$ cat config.mk
export PLATFORM = sky130hd
export DESIGN_NAME = mm_line_seq_flat
export DESIGN_NICKNAME = d
export VERILOG_FILES = /design/src/rtl/mm_line_seq_if.sv /design/src/rtl/mm_line_seq.sv /design/src/flat_wrapper.sv
export SDC_FILE = /design/constraint.sdc
export NUM_CORES = 1
export LEC_CHECK = 0
export BUFFER_PORTS_ARGS = -buffer_cell sky130_fd_sc_hd__buf_2
export CORE_AREA = 2 2 264 266
export DETAILED_ROUTE_END_ITERATION = 8
export DIE_AREA = 0 0 266 268
export SYNTH_ARGS = -nofsm -noshare
export SYNTH_HDL_FRONTEND = slang
export SYNTH_SLANG_ARGS = --single-unit
$ cat constraint.sdc
create_clock -name clk -period 10.4 [get_ports clk]
set_clock_uncertainty 0.15 [all_clocks]
set_input_delay 1.56 -clock clk [delete_from_list [all_inputs] [get_ports clk]]
set_output_delay 1.56 -clock clk [all_outputs]
set_load 0.02 [all_outputs]
$ cat src/rtl/mm_line_seq_if.sv
// mm_line_seq_if: bundle of the cache-side transfer handshake and the word-wide
// main-memory beat port used by mm_line_seq.
//
// Modports:
//   master - the line sequencer. It takes transfer requests from the cache FSM
//            and drives the mm0 word port. It is the only master on that port.
//   slave  - the environment: the cache FSM (xfer_*) and the memory (mm_ack/mm_rdata).
//
// Signals:
//   xfer_req/op/faddr/eaddr/wline  request, opcode, fill and victim addresses, victim line
//   xfer_busy/done/rline           busy level, completion pulse, filled line
//   mm_req/we/addr/wdata           beat request, write enable, word address, write data
//   mm_ack/rdata                   beat completion, read data

`timescale 1ns/1ps

interface mm_line_seq_if #(
    parameter int unsigned ADDR_W     = 32,
    parameter int unsigned WORD_W     = 32,
    parameter int unsigned LINE_WORDS = 8
);
    localparam int unsigned LINE_W = LINE_WORDS * WORD_W;

    logic              xfer_req;
    logic [1:0]        xfer_op;
    logic [ADDR_W-1:0] xfer_faddr;
    logic [ADDR_W-1:0] xfer_eaddr;
    logic [LINE_W-1:0] xfer_wline;
    logic              xfer_busy;
    logic              xfer_done;
    logic [LINE_W-1:0] xfer_rline;

    logic              mm_req;
    logic              mm_we;
    logic [ADDR_W-1:0] mm_addr;
    logic [WORD_W-1:0] mm_wdata;
    logic              mm_ack;
    logic [WORD_W-1:0] mm_rdata;

    modport master (
        input  xfer_req, xfer_op, xfer_faddr, xfer_eaddr, xfer_wline, mm_ack, mm_rdata,
        output xfer_busy, xfer_done, xfer_rline, mm_req, mm_we, mm_addr, mm_wdata
    );

    modport slave (
        output xfer_req, xfer_op, xfer_faddr, xfer_eaddr, xfer_wline, mm_ack, mm_rdata,
        input  xfer_busy, xfer_done, xfer_rline, mm_req, mm_we, mm_addr, mm_wdata
    );
endinterface

$ cat src/rtl/mm_line_seq.sv
// mm_line_seq: moves whole cache lines between the cache FSM and the word-wide main
// memory as LINE_WORDS word beats. Operations: NOP, FILL, EVICT, EVICT_FILL.
//
// Ports:
//   clk     rising-edge clock
//   rst_n   asynchronous active-low reset
//   bus     mm_line_seq_if.master: xfer_* request/response and the mm_* beat port
//   Capture build only (MM_LINE_SEQ_CAPTURE_EN defined):
//   cap_idx   in  4       capture entry select
//   cap_addr  out ADDR_W  address of entry cap_idx (combinational read)
//   cap_data  out WORD_W  data of entry cap_idx (combinational read)
//   cap_cnt   out 5       entries filled, saturates at 16
//   cap_ovf   out 1       sticky: a write beat was dropped because the buffer was full
//
// Optional feature macro: MM_LINE_SEQ_CAPTURE_EN records {mm_addr, mm_wdata} of every
// acked write beat into a 16-entry buffer. Without it the capture logic and ports are absent.

`timescale 1ns/1ps

module mm_line_seq #(
    parameter int unsigned ADDR_W     = 32,
    parameter int unsigned WORD_W     = 32,
    parameter int unsigned LINE_WORDS = 8
) (
    input  logic              clk,
    input  logic              rst_n,
    mm_line_seq_if.master     bus
`ifdef MM_LINE_SEQ_CAPTURE_EN
    ,
    input  logic [3:0]        cap_idx,
    output logic [ADDR_W-1:0] cap_addr,
    output logic [WORD_W-1:0] cap_data,
    output logic [4:0]        cap_cnt,
    output logic              cap_ovf
`endif
);
    localparam int unsigned       BEAT_W    = $clog2(LINE_WORDS);
    localparam logic [ADDR_W-1:0] OFF_MASK  = ADDR_W'(LINE_WORDS * 4 - 1);
    localparam logic [BEAT_W-1:0] LAST_BEAT = BEAT_W'(LINE_WORDS - 1);

    localparam logic [1:0] OpFill      = 2'b01;
    localparam logic [1:0] OpEvict     = 2'b10;
    localparam logic [1:0] OpEvictFill = 2'b11;

    typedef enum logic [1:0] {StIdle, StWb, StFill, StDone} state_e;

    state_e                           state_q, state_d;
    logic [BEAT_W-1:0]                beat_q, beat_d;
    logic [1:0]                       op_q, op_d;
    logic [ADDR_W-1:0]                fbase_q, fbase_d;
    logic [ADDR_W-1:0]                ebase_q, ebase_d;
    logic [LINE_WORDS-1:0][WORD_W-1:0] wline_q, wline_d;
    logic [LINE_WORDS-1:0][WORD_W-1:0] rline_q, rline_d;
    logic                             mm_req_q, mm_req_d;
    logic                             mm_we_q, mm_we_d;
    logic [ADDR_W-1:0]                mm_addr_q, mm_addr_d;
    logic [WORD_W-1:0]                mm_wdata_q, mm_wdata_d;
    logic                             busy_q, busy_d;
    logic                             done_q, done_d;
    logic                             beat_ack;
    logic [ADDR_W-1:0]                beat_off;

    always_comb begin
        state_d  = state_q;
        beat_d   = beat_q;
        op_d     = op_q;
        fbase_d  = fbase_q;
        ebase_d  = ebase_q;
        wline_d  = wline_q;
        rline_d  = rline_q;
        // An ack only counts while a beat is actually being requested.
        beat_ack = mm_req_q & bus.mm_ack;

        unique case (state_q)
            StIdle: begin
                if (bus.xfer_req) begin
                    op_d    = bus.xfer_op;
                    fbase_d = bus.xfer_faddr & ~OFF_MASK;
                    ebase_d = bus.xfer_eaddr & ~OFF_MASK;
                    wline_d = bus.xfer_wline;
                    beat_d  = '0;
                    case (bus.xfer_op)
                        OpFill:               state_d = StFill;
                        OpEvict, OpEvictFill: state_d = StWb;
                        default:              state_d = StDone;
                    endcase
                end
            end
            StWb: begin
                if (beat_ack) begin
                    beat_d = beat_q + 1'b1;
                    if (beat_q == LAST_BEAT) begin
                        state_d = (op_q == OpEvictFill) ? StFill : StDone;
                    end
                end
            end
            StFill: begin
                if (beat_ack) begin
                    rline_d[beat_q] = bus.mm_rdata;
                    beat_d          = beat_q + 1'b1;
                    if (beat_q == LAST_BEAT) begin
                        state_d = StDone;
                    end
                end
            end
            StDone: begin
                state_d = StIdle;
            end
            default: begin
                state_d = StIdle;
            end
        endcase

        // Beats start one cycle after entering WB/FILL from IDLE, but continue without a
        // gap across the WB -> FILL hand-over.
        mm_req_d   = ((state_d == StWb) || (state_d == StFill)) && (state_q != StIdle);
        mm_we_d    = mm_req_d && (state_d == StWb);
        // Offset is ORed into an aligned base, so it can never carry into the tag.
        beat_off   = {{(ADDR_W - BEAT_W - 2){1'b0}}, beat_d, 2'b00};
        mm_addr_d  = '0;
        if (mm_req_d) begin
            mm_addr_d = ((state_d == StWb) ? ebase_d : fbase_d) | beat_off;
        end
        mm_wdata_d = mm_we_d ? wline_d[beat_d] : '0;
        busy_d     = (state_d == StWb) || (state_d == StFill);
        done_d     = (state_d == StDone);
    end

    always_ff @(posedge clk or negedge rst_n) begin
        if (!rst_n) begin
            state_q    <= StIdle;
            beat_q     <= '0;
            op_q       <= '0;
            fbase_q    <= '0;
            ebase_q    <= '0;
            wline_q    <= '0;
            rline_q    <= '0;
            mm_req_q   <= 1'b0;
            mm_we_q    <= 1'b0;
            mm_addr_q  <= '0;
            mm_wdata_q <= '0;
            busy_q     <= 1'b0;
            done_q     <= 1'b0;
        end else begin
            state_q    <= state_d;
            beat_q     <= beat_d;
            op_q       <= op_d;
            fbase_q    <= fbase_d;
            ebase_q    <= ebase_d;
            wline_q    <= wline_d;
            rline_q    <= rline_d;
            mm_req_q   <= mm_req_d;
            mm_we_q    <= mm_we_d;
            mm_addr_q  <= mm_addr_d;
            mm_wdata_q <= mm_wdata_d;
            busy_q     <= busy_d;
            done_q     <= done_d;
        end
    end

    assign bus.xfer_busy  = busy_q;
    assign bus.xfer_done  = done_q;
    assign bus.xfer_rline = rline_q;
    assign bus.mm_req     = mm_req_q;
    assign bus.mm_we      = mm_we_q;
    assign bus.mm_addr    = mm_addr_q;
    assign bus.mm_wdata   = mm_wdata_q;

`ifdef MM_LINE_SEQ_CAPTURE_EN
    logic [15:0][ADDR_W-1:0] cap_addr_q, cap_addr_d;
    logic [15:0][WORD_W-1:0] cap_data_q, cap_data_d;
    logic [4:0]              cap_cnt_q, cap_cnt_d;
    logic                    cap_ovf_q, cap_ovf_d;
    logic                    cap_wr;

    always_comb begin
        cap_addr_d = cap_addr_q;
        cap_data_d = cap_data_q;
        cap_cnt_d  = cap_cnt_q;
        cap_ovf_d  = cap_ovf_q;
        cap_wr     = mm_req_q & mm_we_q & bus.mm_ack;
        if (cap_wr) begin
            if (cap_cnt_q[4]) begin
                cap_ovf_d = 1'b1;
            end else begin
                cap_addr_d[cap_cnt_q[3:0]] = mm_addr_q;
                cap_data_d[cap_cnt_q[3:0]] = mm_wdata_q;
                cap_cnt_d                  = cap_cnt_q + 5'd1;
            end
        end
    end

    always_ff @(posedge clk or negedge rst_n) begin
        if (!rst_n) begin
            cap_addr_q <= '0;
            cap_data_q <= '0;
            cap_cnt_q  <= '0;
            cap_ovf_q  <= 1'b0;
        end else begin
            cap_addr_q <= cap_addr_d;
            cap_data_q <= cap_data_d;
            cap_cnt_q  <= cap_cnt_d;
            cap_ovf_q  <= cap_ovf_d;
        end
    end

    assign cap_addr = cap_addr_q[cap_idx];
    assign cap_data = cap_data_q[cap_idx];
    assign cap_cnt  = cap_cnt_q;
    assign cap_ovf  = cap_ovf_q;
`endif
endmodule

$ cat src/flat_wrapper.sv
// flat-port wrapper written by rule: the top's interface ports become plain ports
module mm_line_seq_flat 
#(
    parameter int unsigned ADDR_W     = 32,
    parameter int unsigned WORD_W     = 32,
    parameter int unsigned LINE_WORDS = 8
)
  (clk, rst_n, bus_xfer_req, bus_xfer_op, bus_xfer_faddr, bus_xfer_eaddr, bus_xfer_wline, bus_mm_ack, bus_mm_rdata, bus_xfer_busy, bus_xfer_done, bus_xfer_rline, bus_mm_req, bus_mm_we, bus_mm_addr, bus_mm_wdata);
  mm_line_seq_if #(.ADDR_W(ADDR_W), .WORD_W(WORD_W), .LINE_WORDS(LINE_WORDS)) bus_i ();
  input  logic clk;
  input  logic rst_n;
  input wire logic [$bits(bus_i.xfer_req)-1:0] bus_xfer_req;
  input wire logic [$bits(bus_i.xfer_op)-1:0] bus_xfer_op;
  input wire logic [$bits(bus_i.xfer_faddr)-1:0] bus_xfer_faddr;
  input wire logic [$bits(bus_i.xfer_eaddr)-1:0] bus_xfer_eaddr;
  input wire logic [$bits(bus_i.xfer_wline)-1:0] bus_xfer_wline;
  input wire logic [$bits(bus_i.mm_ack)-1:0] bus_mm_ack;
  input wire logic [$bits(bus_i.mm_rdata)-1:0] bus_mm_rdata;
  output wire logic [$bits(bus_i.xfer_busy)-1:0] bus_xfer_busy;
  output wire logic [$bits(bus_i.xfer_done)-1:0] bus_xfer_done;
  output wire logic [$bits(bus_i.xfer_rline)-1:0] bus_xfer_rline;
  output wire logic [$bits(bus_i.mm_req)-1:0] bus_mm_req;
  output wire logic [$bits(bus_i.mm_we)-1:0] bus_mm_we;
  output wire logic [$bits(bus_i.mm_addr)-1:0] bus_mm_addr;
  output wire logic [$bits(bus_i.mm_wdata)-1:0] bus_mm_wdata;
  assign bus_i.xfer_req = bus_xfer_req;
  assign bus_i.xfer_op = bus_xfer_op;
  assign bus_i.xfer_faddr = bus_xfer_faddr;
  assign bus_i.xfer_eaddr = bus_xfer_eaddr;
  assign bus_i.xfer_wline = bus_xfer_wline;
  assign bus_i.mm_ack = bus_mm_ack;
  assign bus_i.mm_rdata = bus_mm_rdata;
  assign bus_xfer_busy = bus_i.xfer_busy;
  assign bus_xfer_done = bus_i.xfer_done;
  assign bus_xfer_rline = bus_i.xfer_rline;
  assign bus_mm_req = bus_i.mm_req;
  assign bus_mm_we = bus_i.mm_we;
  assign bus_mm_addr = bus_i.mm_addr;
  assign bus_mm_wdata = bus_i.mm_wdata;
  mm_line_seq #(.ADDR_W(ADDR_W), .WORD_W(WORD_W), .LINE_WORDS(LINE_WORDS)) u_core (.clk(clk), .rst_n(rst_n), .bus(bus_i));
endmodule
======== Word-level counts from Yosys, hierarchy flattened ========
Cells that the tools add are included.
W data, S select, Z words.
operators by class
  $add $sub $neg .......................... 1
  muxes and demuxes ....................... 25
  magnitude comparators ................... 3
  equality and inequality tests ........... 11
  reductions and logical operators ........ 10
  bitwise logic cells ..................... 2
operators by type and width
  operator               count
  $mux W256              2
  $mux W32               9
  $bwmux W256            1
  $bmux W32 S3           1
  $demux W32 S3          1
  $or A32 B5 Y32         1
  $eq A2 B2 Y1 const B   7
  $mux W2                5
  $lt A3 B4 Y1 const B   2
  $pmux W2 S4            1
  $eq A2 B1 Y1 const B   3
  $mux W3                2
  $pmux W3 S2            1
  $pmux W2 S2            1
  $reduce_and A2 Y1      2
  $reduce_or A2 Y1       2
  $add A3 B1 Y3 const B  1
  $eq A3 B3 Y1 const B   1
  $ge A3 B1 Y1 const B   1
  $logic_and A1 B1 Y1    3
  $logic_not A2 Y1       1
  $reduce_bool A2 Y1     1
  $and A1 B1 Y1          1
  $logic_or A1 B1 Y1     1
  $mux W1                1
storage, ports and cells
  input port bits ......................... 358
  register bits after elaboration ......... 651
  logic and storage cells ................. 79

======== Depth between registers and ports, before layout ========
Gate-level depths: netlist (run 1).
  depth in word-level cells ............... 10
  mapped depth ............................ 17
  depth with buffers taken out ............ 11

======== Worst setup path after synthesis (run 1) ========
Ideal clock, no wire load.
  kind .................................... input -> register
  start ................................... input port bus_xfer_req
  end ..................................... register u_core.mm_addr_q[13], in the netlist u_core.bus.mm_addr[13]
  stages .................................. 14
  arrival ................................. 4139 ps
  setup time .............................. 65 ps
  slack ................................... 6046 ps
  path buffers ............................ 7
  cell sequence ........................... and2_1 -> buf_2 -> buf_2 -> buf_2 -> buf_1 -> o31ai_1 -> a21oi_1 -> ha_1 -> or2_1 -> clkbuf_1 -> inv_2 -> clkbuf_1 -> clkbuf_1 -> o211a_1
on the way
  longest elaborated chain between the ends .. 6
  elaborated cells on any way between the ends .. 13
  classes of those cells .................. 2 x eq/ne; 8 x mux; 1 x bitwise; 2 x reduce/logical
ends and longest elaborated chain
  what                                                   RTL line                                text
  from (decl)                                            flat_wrapper.sv:12                      input wire logic [$bits(bus_i.xfer_req)-1:0] bus_xfer_req;
  $mux W2 (*)                                            mm_line_seq.sv:76                       if (bus.xfer_req) begin
  $pmux W2 S4 (*)                                        mm_line_seq.sv:74                       unique case (state_q)
  named net u_core.state_d[0]                            mm_line_seq.sv:47                       state_e state_q, state_d;
  $eq A2 B1 Y1 or $eq A2 B2 Y1 (tied branches)           mm_line_seq.sv:116, mm_line_seq.sv:122
  $mux W32 or $logic_or A1 B1 Y1 (tied branches)         mm_line_seq.sv:122, mm_line_seq.sv:116
  $or A32 B5 Y32 or $logic_and A1 B1 Y1 (tied branches)  mm_line_seq.sv:122, mm_line_seq.sv:116
  $mux W32 (*)                                           mm_line_seq.sv:121                      if (mm_req_d) begin
  named net u_core.mm_addr_d[13]                         mm_line_seq.sv:56                       logic [ADDR_W-1:0] mm_addr_q, mm_addr_d;
  to (signal assigned)                                   mm_line_seq.sv:154                      mm_addr_q <= mm_addr_d;
  to (decl)                                              mm_line_seq.sv:56
Mark *: on every way through the listed nets, which the timed path passes. The rest lies on a longest branch.
A chain may end at the register's enable or synchronous reset.

==> results of run 1 <==
## synthesized netlist by cell type (12+ instances only)
library cell,instances,share of area
a2111oi_2,12,0.0067
nor2b_1,35,0.0082
mux2_1,32,0.013
nand3_1,30,0.0056
o211a_1,28,0.010
and2_1,13,0.0030
mux2i_1,131,0.049
a21boi_1,32,0.0090
nand2_1,174,0.024
mux2_2,496,0.21
dfrtp_1,651,0.61
clkbuf_1,51,0.0072
a2111oi_1,20,0.0075
mux2_4,16,0.0090
buf_1,15,0.0021
buf_2,31,0.0058
nor2_1,12,0.0017
## sequential cells by signal, summed over array words and instances, names as in the netlist
name,cells
u_core.bus.xfer_rline,256
u_core.wline_q,256
u_core.bus.mm_addr,32
u_core.bus.mm_wdata,32
u_core.ebase_q,32
u_core.fbase_q,32
u_core.beat_q,3
u_core.op_q,2
u_core.state_q,2
u_core.bus.mm_req,1
u_core.bus.mm_we,1
u_core.bus.xfer_busy,1
u_core.bus.xfer_done,1
## where the power goes
part / total [mW] / switching (mW) / internal [mW]
logic: 4.00 / 2.21 / 1.79
clock network: 2.57 / 1.04 / 1.53
registers: 3.89 / 0.344 / 3.54
## kinds of logic after synthesis
group,synth area share
and+or+nand+nor,0.04616
muxes,0.2802
adders and majority gates,0.003741
DFF,0.6089
buffers and inverters,0.02254
AOI/OAI and AO/OA,0.03844
## worst min-delay path, cell delays in order (launching register included)
cell,delay (ns)
dfrtp_1,0.32
nand2_1,0.06
nand2_1,0.06
## stage by stage
| stage | instance area [um^2] | std cells | util | total power [mW] | hold slack (ns) |
|---|---|---|---|---|---|
| 5_1_grt | 33350 | 3442 | 0.4888 | 11.05 | 0.3371 |
| 3_5_place_dp | 30930 | 3303 | 0.4534 | 7.958 | 0.3065 |
| 3_3_place_gp | 30930 | 3303 | 0.4534 | 7.826 | 0.3019 |
| 6_report | 33370 | 3450 | 0.4891 | 10.46 | 0.3183 |
| 4_1_cts | 33310 | 3425 | 0.4882 | 10.58 | 0.3212 |
| 2_1_floorplan | 26750 | 1841 | - | 6.740 | 0.2896 |
## final timing paths
check / from / to
worst max register to register: u_core.state_q[1] / u_core.bus.mm_wdata[9]
worst max-delay path: bus_xfer_req / u_core.bus.mm_wdata[9]
min in group asynchronous: rst_n / u_core.wline_q[80]
max in group asynchronous: rst_n / u_core.bus.xfer_rline[21]
worst min register to register: u_core.ebase_q[29] / u_core.ebase_q[29]
worst min-delay path: u_core.ebase_q[29] / u_core.ebase_q[29]
## layer usage
layer,GRT usage,vias to the layer above
li1,-,7809
met1,0.2629,8942
met2,0.3581,534
met3,0.07276,168
met4,0.09186,32
met5,0,-
## area by class of cell
cell class | instances | area share
diodes | 25 | 0.001875
clock buffers | 100 | 0.06232
clock inverters | 22 | 0.008812
inverters | 7 | 0.0007874
multi-input cells | 1068 | 0.2978
flip-flops and latches | 651 | 0.4882
well taps | 882 | 0.03307
repair buffers | 695 | 0.1071
==> flow_summary_export.csv, run 1 <==
group,metric,value,unit
detailed_routing,detail_route.vias_per_cell,5.068,
sta,finalSetupViolations,0,
yosys,postSynthNetCount,2207,
detailed_routing,remaining_drc_errors,0,
cells_and_area,filler_cell_count,6097,
clock_network,cts-root-to-sink-buffers,3,
setup_path,required_time_at_the_worst_slack_endpoint,10.71,ns
clock_network,post_cts.repair.setup_buffers,0,
setup_path,worst-r2r-setup-slack,5.61,ns
clock_network,count_of_cells_resized_by_post_cts_repair,0,
grt,grt_use_total,0.2179,
die,fp.dieW,266,um
setup_path,cp-start-kind,"primary input",
detailed_routing,routed.top_layer,"met5",
detailed_routing,routed_len_inst,22.89,um
cells_and_area,layout_commonest_cell,"buf_2",
sta,final.min_clock_period,5.029,ns
clock_network,tritoncts.num_buffers,72,
yosys,ys_ff_latch,651,
cells_and_area,seq_area,0.01629,mm^2
placed_design,post-place-ws,4.773,ns
cells_and_area,multiInputGateArea,0.009938,mm^2
yosys,syn_avg_cell_area,14.53,um^2
sta,grt_setup_unrepaired,"false",
detailed_routing,routed_wirelength,78980,um
cells_and_area,final_cell_mix,"670 x buf_2, 651 x dfrtp_1, 496 x mux2_2",
cells_and_area,final_layout_size_suffix_gt1_frac,0.5305,
yosys,total_of_warnings_raised_by_yosys,0,
setup_path,endpoint_arrival_time_on_the_critical_path,5.34,ns
clock_network,clk_latency,0.59,ns
yosys,synth-main-ff-cell,"dfrtp_1",
power_and_ir_drop,static-leakage-power,16.66,nW
job,max_cap_viol_count,0,
placed_design,dp_hpwl,54800,um
die,die_height,268,um
setup_path,cp-end-kind,"flip-flop",
setup_path,worst-path-stages,8,
grt,first_global_vias,18860,
sta,period_share,0.4836,
grt,grt_antenna_before_repair,41,
setup_path,critPathSlowestCell,"buf_4",
sta,fin_worst_setup_slack,5.371,ns
detailed_routing,via_count,17490,
setup_path,r2r.worst_path.cells,9,
hold_path,worst_hold_path.num_cells,2,
hold_path,hold_path.class,"reg2reg",
clock_network,clk_root_buffer_cell,"clkbuf_16",
detailed_routing,met2_wirelength,38510,um
setup_path,criticalPathCategory,"in2reg",
setup_path,total_buffers_and_inverters_traversed_by_the_critical_path,3,
sta,hold_viol,0,
detailed_routing,first_iter_violations,903,
yosys,ys_seq_area_frac,0.6089,
clock_network,worst_setup_hold_path_clk_slew,0.06,ns
clock_network,cts_sinks,651,
placed_design,gpl.final_weighted_congestion,0.8167,
grt,first_pass_grt_wire_length,117600,um
setup_path,timing.critical_path.cells,"buf_2 -> and2_4 -> buf_4 -> buf_4 -> mux2_2 -> mux2i_1 -> mux2_4 -> a2111oi_1",
yosys,netlist_area,0.02675,mm^2
yosys,synth.lib_cells_used.distinct,44,
die,die_area,0.07129,mm^2
yosys,synth-edff-count,0,
die,design.portCount,682,
cells_and_area,area.growth.synth_to_final,24.72,%
clock_network,cts_h_tree_depth,3,
grt,globalRouteOverflowTotal,0,
power_and_ir_drop,vdd_ir_drop_max,205.6,uV
sta,timing_max_transition_violations_final,0,
detailed_routing,met3RoutedLength,6089,um
sta,timing.fmax,0.1988,GHz
clock_network,cts-hold-fix-buffers,0,
setup_path,cp_common_cell,"buf_4",
detailed_routing,antenna_violating_nets_post_route,0,
yosys,synthCells,1841,
die,fp.coreArea,0.06823,mm^2
clock_network,tritoncts,"yes",
detailed_routing,met1_length,31350,um
detailed_routing,detail_route.first_pass.iterations,5,
placed_design,port_buffers,671,
sta,max_transition_margin,0.1856,
power_and_ir_drop,power_density,313.3,mW/mm^2
yosys,asyncSetResetFlopFracSynth,1.000,
die,placementRows,96,
sta,setup_tns,0,ns
sta,max_slew.worst_pin.slew,1.222,ns
run_status,run_status,"finished, final reports clean",
setup_path,crit_path_max_incr_delay,0.88,ns
setup_path,critical_path_peak_fanout,78,
grt,grt_max_degree,200,
setup_path,critPathTopFamily,"buffers and inverters",
die,start_util,0.3921,
cells_and_area,nets,2861,
No activity file was read; power rests on OpenSTA's default activity.
==> inputs of run 2 (changes only) <==
--- a/config.mk
+++ b/config.mk
@@ -5,10 +5,11 @@
 export SDC_FILE = /design/constraint.sdc
 export NUM_CORES = 1
 export LEC_CHECK = 0
+export ABC_AREA = 1
 export BUFFER_PORTS_ARGS = -buffer_cell sky130_fd_sc_hd__buf_2
-export CORE_AREA = 2 2 264 266
+export CORE_AREA = 2 2 268 270
 export DETAILED_ROUTE_END_ITERATION = 8
-export DIE_AREA = 0 0 266 268
+export DIE_AREA = 0 0 270 272
 export SYNTH_ARGS = -nofsm -noshare
 export SYNTH_HDL_FRONTEND = slang
 export SYNTH_SLANG_ARGS = --single-unit
==> constraint.sdc (replaced) <==
create_clock -name clk -period 5.16 [get_ports clk]
set_clock_uncertainty 0.15 [all_clocks]
set_input_delay 0.774 -clock clk [delete_from_list [all_inputs] [get_ports clk]]
set_output_delay 0.774 -clock clk [all_outputs]
set_load 0.02 [all_outputs]
==> run 2 against run 1 <==
First-iteration DRC count is 87% higher; total power is 110% higher; worst setup slack worse by 4.5 ns; critical path depth up 6; non-clock buffer count is 17 higher; routed wire length is 17% higher; sequential share of layout area is 1.1 points lower; area after synthesis increased by 3.0%; design area grew 2.4%; synthesized cell count up 72%; global-route usage grew 3.0 points; critical endpoint is now u_core.bus.mm_wdata[5].
==> flow_summary_export.csv, run 2 <==
group,metric,value,unit
run_status,run_status,"finished, final reports clean",
yosys,synth-main-ff-cell,"dfrtp_1",
grt,grt_antenna_before_repair,43,
sta,grt_setup_unrepaired,"false",
power_and_ir_drop,p_sw_frac,0.4005,
yosys,yosys.cell_count.top_type,"dfrtp_1",
die,fp.dieW,270,um
yosys,postSynthNetCount,3527,
clock_network,tritoncts.num_buffers,72,
grt,first_pass_grt_wire_length,139200,um
power_and_ir_drop,clock_power_share,0.241,
placed_design,port_buffers,671,
clock_network,clk_root_buffer_cell,"clkbuf_16",
yosys,synth.lib_cells_used.distinct,29,
cells_and_area,final_cell_mix,"670 x buf_2, 651 x dfrtp_1, 570 x nand2_1",
clock_network,tritoncts,"yes",
detailed_routing,routed_wirelength,92350,um
clock_network,cts_h_tree_depth,3,
power_and_ir_drop,power.share.combinational,0.403,
die,start_util,0.3895,
sta,fin_worst_setup_slack,0.9148,ns
setup_path,required_time_at_the_worst_slack_endpoint,5.54,ns
yosys,synthCells,3161,
yosys,syn_avg_cell_area,8.719,um^2
cells_and_area,area.growth.synth_to_final,23.98,%
sta,hold_viol,0,
detailed_routing,detail_route.vias_per_cell,4.769,
power_and_ir_drop,vdd_ir_drop_max,302.3,uV
placed_design,gpl.final_weighted_congestion,0.8737,
yosys,yosys-top-cells-count,"651 x dfrtp_1, 571 x nand2_1, 463 x inv_1, 272 x nor2_1, 257 x nand3_1",
setup_path,critical_path_peak_fanout,34,
power_and_ir_drop,power.total,21.88,mW
yosys,ys_seq_area_frac,0.5911,
sta,period_share,0.8227,
detailed_routing,routed_len_inst,19.34,um
cells_and_area,seq_area,0.01629,mm^2
setup_path,r2r.worst_path.cells,14,
placed_design,dp_hpwl,63380,um
setup_path,endpoint_arrival_time_on_the_critical_path,4.63,ns
sta,setup_tns,0,ns
sta,max_transition_margin,0.3222,
yosys,total_of_warnings_raised_by_yosys,0,
yosys,ys_top_cells_by_area,"dfrtp_1 59%, nand2_1 7.8%, inv_1 6.3%, nand3_1 4.7%, o21ai_1 4.0%",
placed_design,placed_cells,4635,
hold_path,hold_path.class,"in2async",
cells_and_area,stdcell_count,4775,
setup_path,cp-start-kind,"flip-flop",
grt,grt_use_total,0.2480,
sta,final.min_clock_period,4.245,ns
clock_network,cts-root-to-sink-buffers,3,
grt,grt_max_degree,202,
setup_path,criticalPathCategory,"reg2reg",
clock_network,post_cts.repair.setup_buffers,0,
detailed_routing,remaining_drc_errors,0,
die,design.portCount,682,
detailed_routing,antenna_violating_nets_post_route,0,
cells_and_area,filler_cell_count,6950,
cells_and_area,multiInputGateArea,0.008670,mm^2
power_and_ir_drop,p_int,13.12,mW
placed_design,post-place-ws,0.7831,ns
grt,first_global_vias,22070,
power_and_ir_drop,power_density,640.2,mW/mm^2
sta,finalSetupViolations,0,
clock_network,cts-hold-fix-buffers,0,
yosys,netlist_area,0.02756,mm^2
sta,timing.fmax,0.2356,GHz
sta,whs,0.04174,ns
clock_network,cts_sinks,651,
cells_and_area,final_layout_size_suffix_gt1_frac,0.2625,
sta,timing_max_transition_violations_final,0,
clock_network,clk_latency,0.62,ns
die,die_area,0.07344,mm^2
yosys,netlist.top_cell.by_area,"dfrtp_1",
yosys,synth-edff-count,0,
cells_and_area,nets,4125,
detailed_routing,first_iter_violations,1692,
die,fp.coreArea,0.07075,mm^2
clock_network,worst_setup_hold_path_clk_slew,0.06,ns
power_and_ir_drop,switchingPower,8.760,mW
detailed_routing,detail_route.first_pass.iterations,6,
yosys,synthDominantCellAreaShare,0.5911,
die,placementRows,98,
setup_path,cp-end-kind,"flip-flop",
power_and_ir_drop,pwr-share-seq,0.356,
sta,max_slew.worst_pin.slew,1.017,ns
power_and_ir_drop,static-leakage-power,18.22,nW
yosys,ys_ff_latch,651,
grt,globalRouteOverflowTotal,0,
clock_network,count_of_cells_resized_by_post_cts_repair,0,
cells_and_area,layout_commonest_cell,"buf_2",
die,die_height,272,um
detailed_routing,via_count,22770,
yosys,asyncSetResetFlopFracSynth,1.000,
job,max_cap_viol_count,0,
==> run 2: through the flow <==
| stage | util | instance area, um^2 |
|---|---|---|
| after detailed placement | 0.4481 | 31710 |
| after global placement | 0.4481 | 31710 |
| after CTS | 0.4825 | 34140 |
| after global routing | 0.4828 | 34160 |
| final | 0.4830 | 34170 |
| after floorplan | - | 27560 |
==> run 2: final timing paths <==
path / startpoint / endpoint / slack [ns]
setup reg to reg: u_core.state_q[1] / u_core.bus.mm_wdata[5] / 0.91
setup / recovery: u_core.state_q[1] / u_core.bus.mm_wdata[5] / 0.91
hold / removal: rst_n / u_core.bus.xfer_rline[10] / 0.04
min in group clk: bus_xfer_wline[235] / u_core.wline_q[235] / 0.23
hold reg to reg: u_core.ebase_q[0] / u_core.ebase_q[0] / 0.31
max in group asynchronous: rst_n / u_core.wline_q[169] / 3.69
==> run 2: kinds of logic after synthesis <==
group | count (synthesis) | share of synthesized area
flops | 651 | 0.5911
buf+inv | 657 | 0.09675
simple gates | 1270 | 0.2022
compound gates | 575 | 0.1064
fa+ha+maj | 8 | 0.003632
==> run 2: layout make-up <==
cell class	count	area share
flip-flops and latches	651	0.4767
multi-input cells	1853	0.2537
repair buffers	712	0.1109
clock buffers	101	0.06122
inverters	469	0.05174
well taps	950	0.03479
clock inverters	27	0.01003
diodes	12	0.0008788
==> run 2: critical path: stages, from the launching register on <==
cell and delay (ns):
dfrtp_1 0.39, inv_1 0.12, ha_1 0.41, nand2_8 0.23, inv_6 0.12, nor3_1 0.05
a221oi_1 0.41, ha_1 0.34, nor2_1 0.29, nand2_1 0.08, buf_4 0.27, inv_1 0.77
buf_4 0.30, nand2_1 0.06, nor2_1 0.10
==> run 2: power groups by stage <==
stage               clock [mW]  combinational [mW]  sequential [mW]
floorplan                    0                4.93             8.83
global placement             0                8.78             7.79
detailed placement           0                8.87             7.87
CTS                       5.37                8.93             7.78
global route              5.58                9.85             8.00
finish                    5.26                8.82             7.79
==> run 2: layer usage <==
metal / global-route usage / wire length (um) / up-vias
met5: 0 / 419 / -
met4: 0.09020 / 3129 / 62
met3: 0.07053 / 6957 / 208
met2: 0.4175 / 44910 / 698
met1: 0.3041 / 36920 / 10710
li1: - / - / 11090
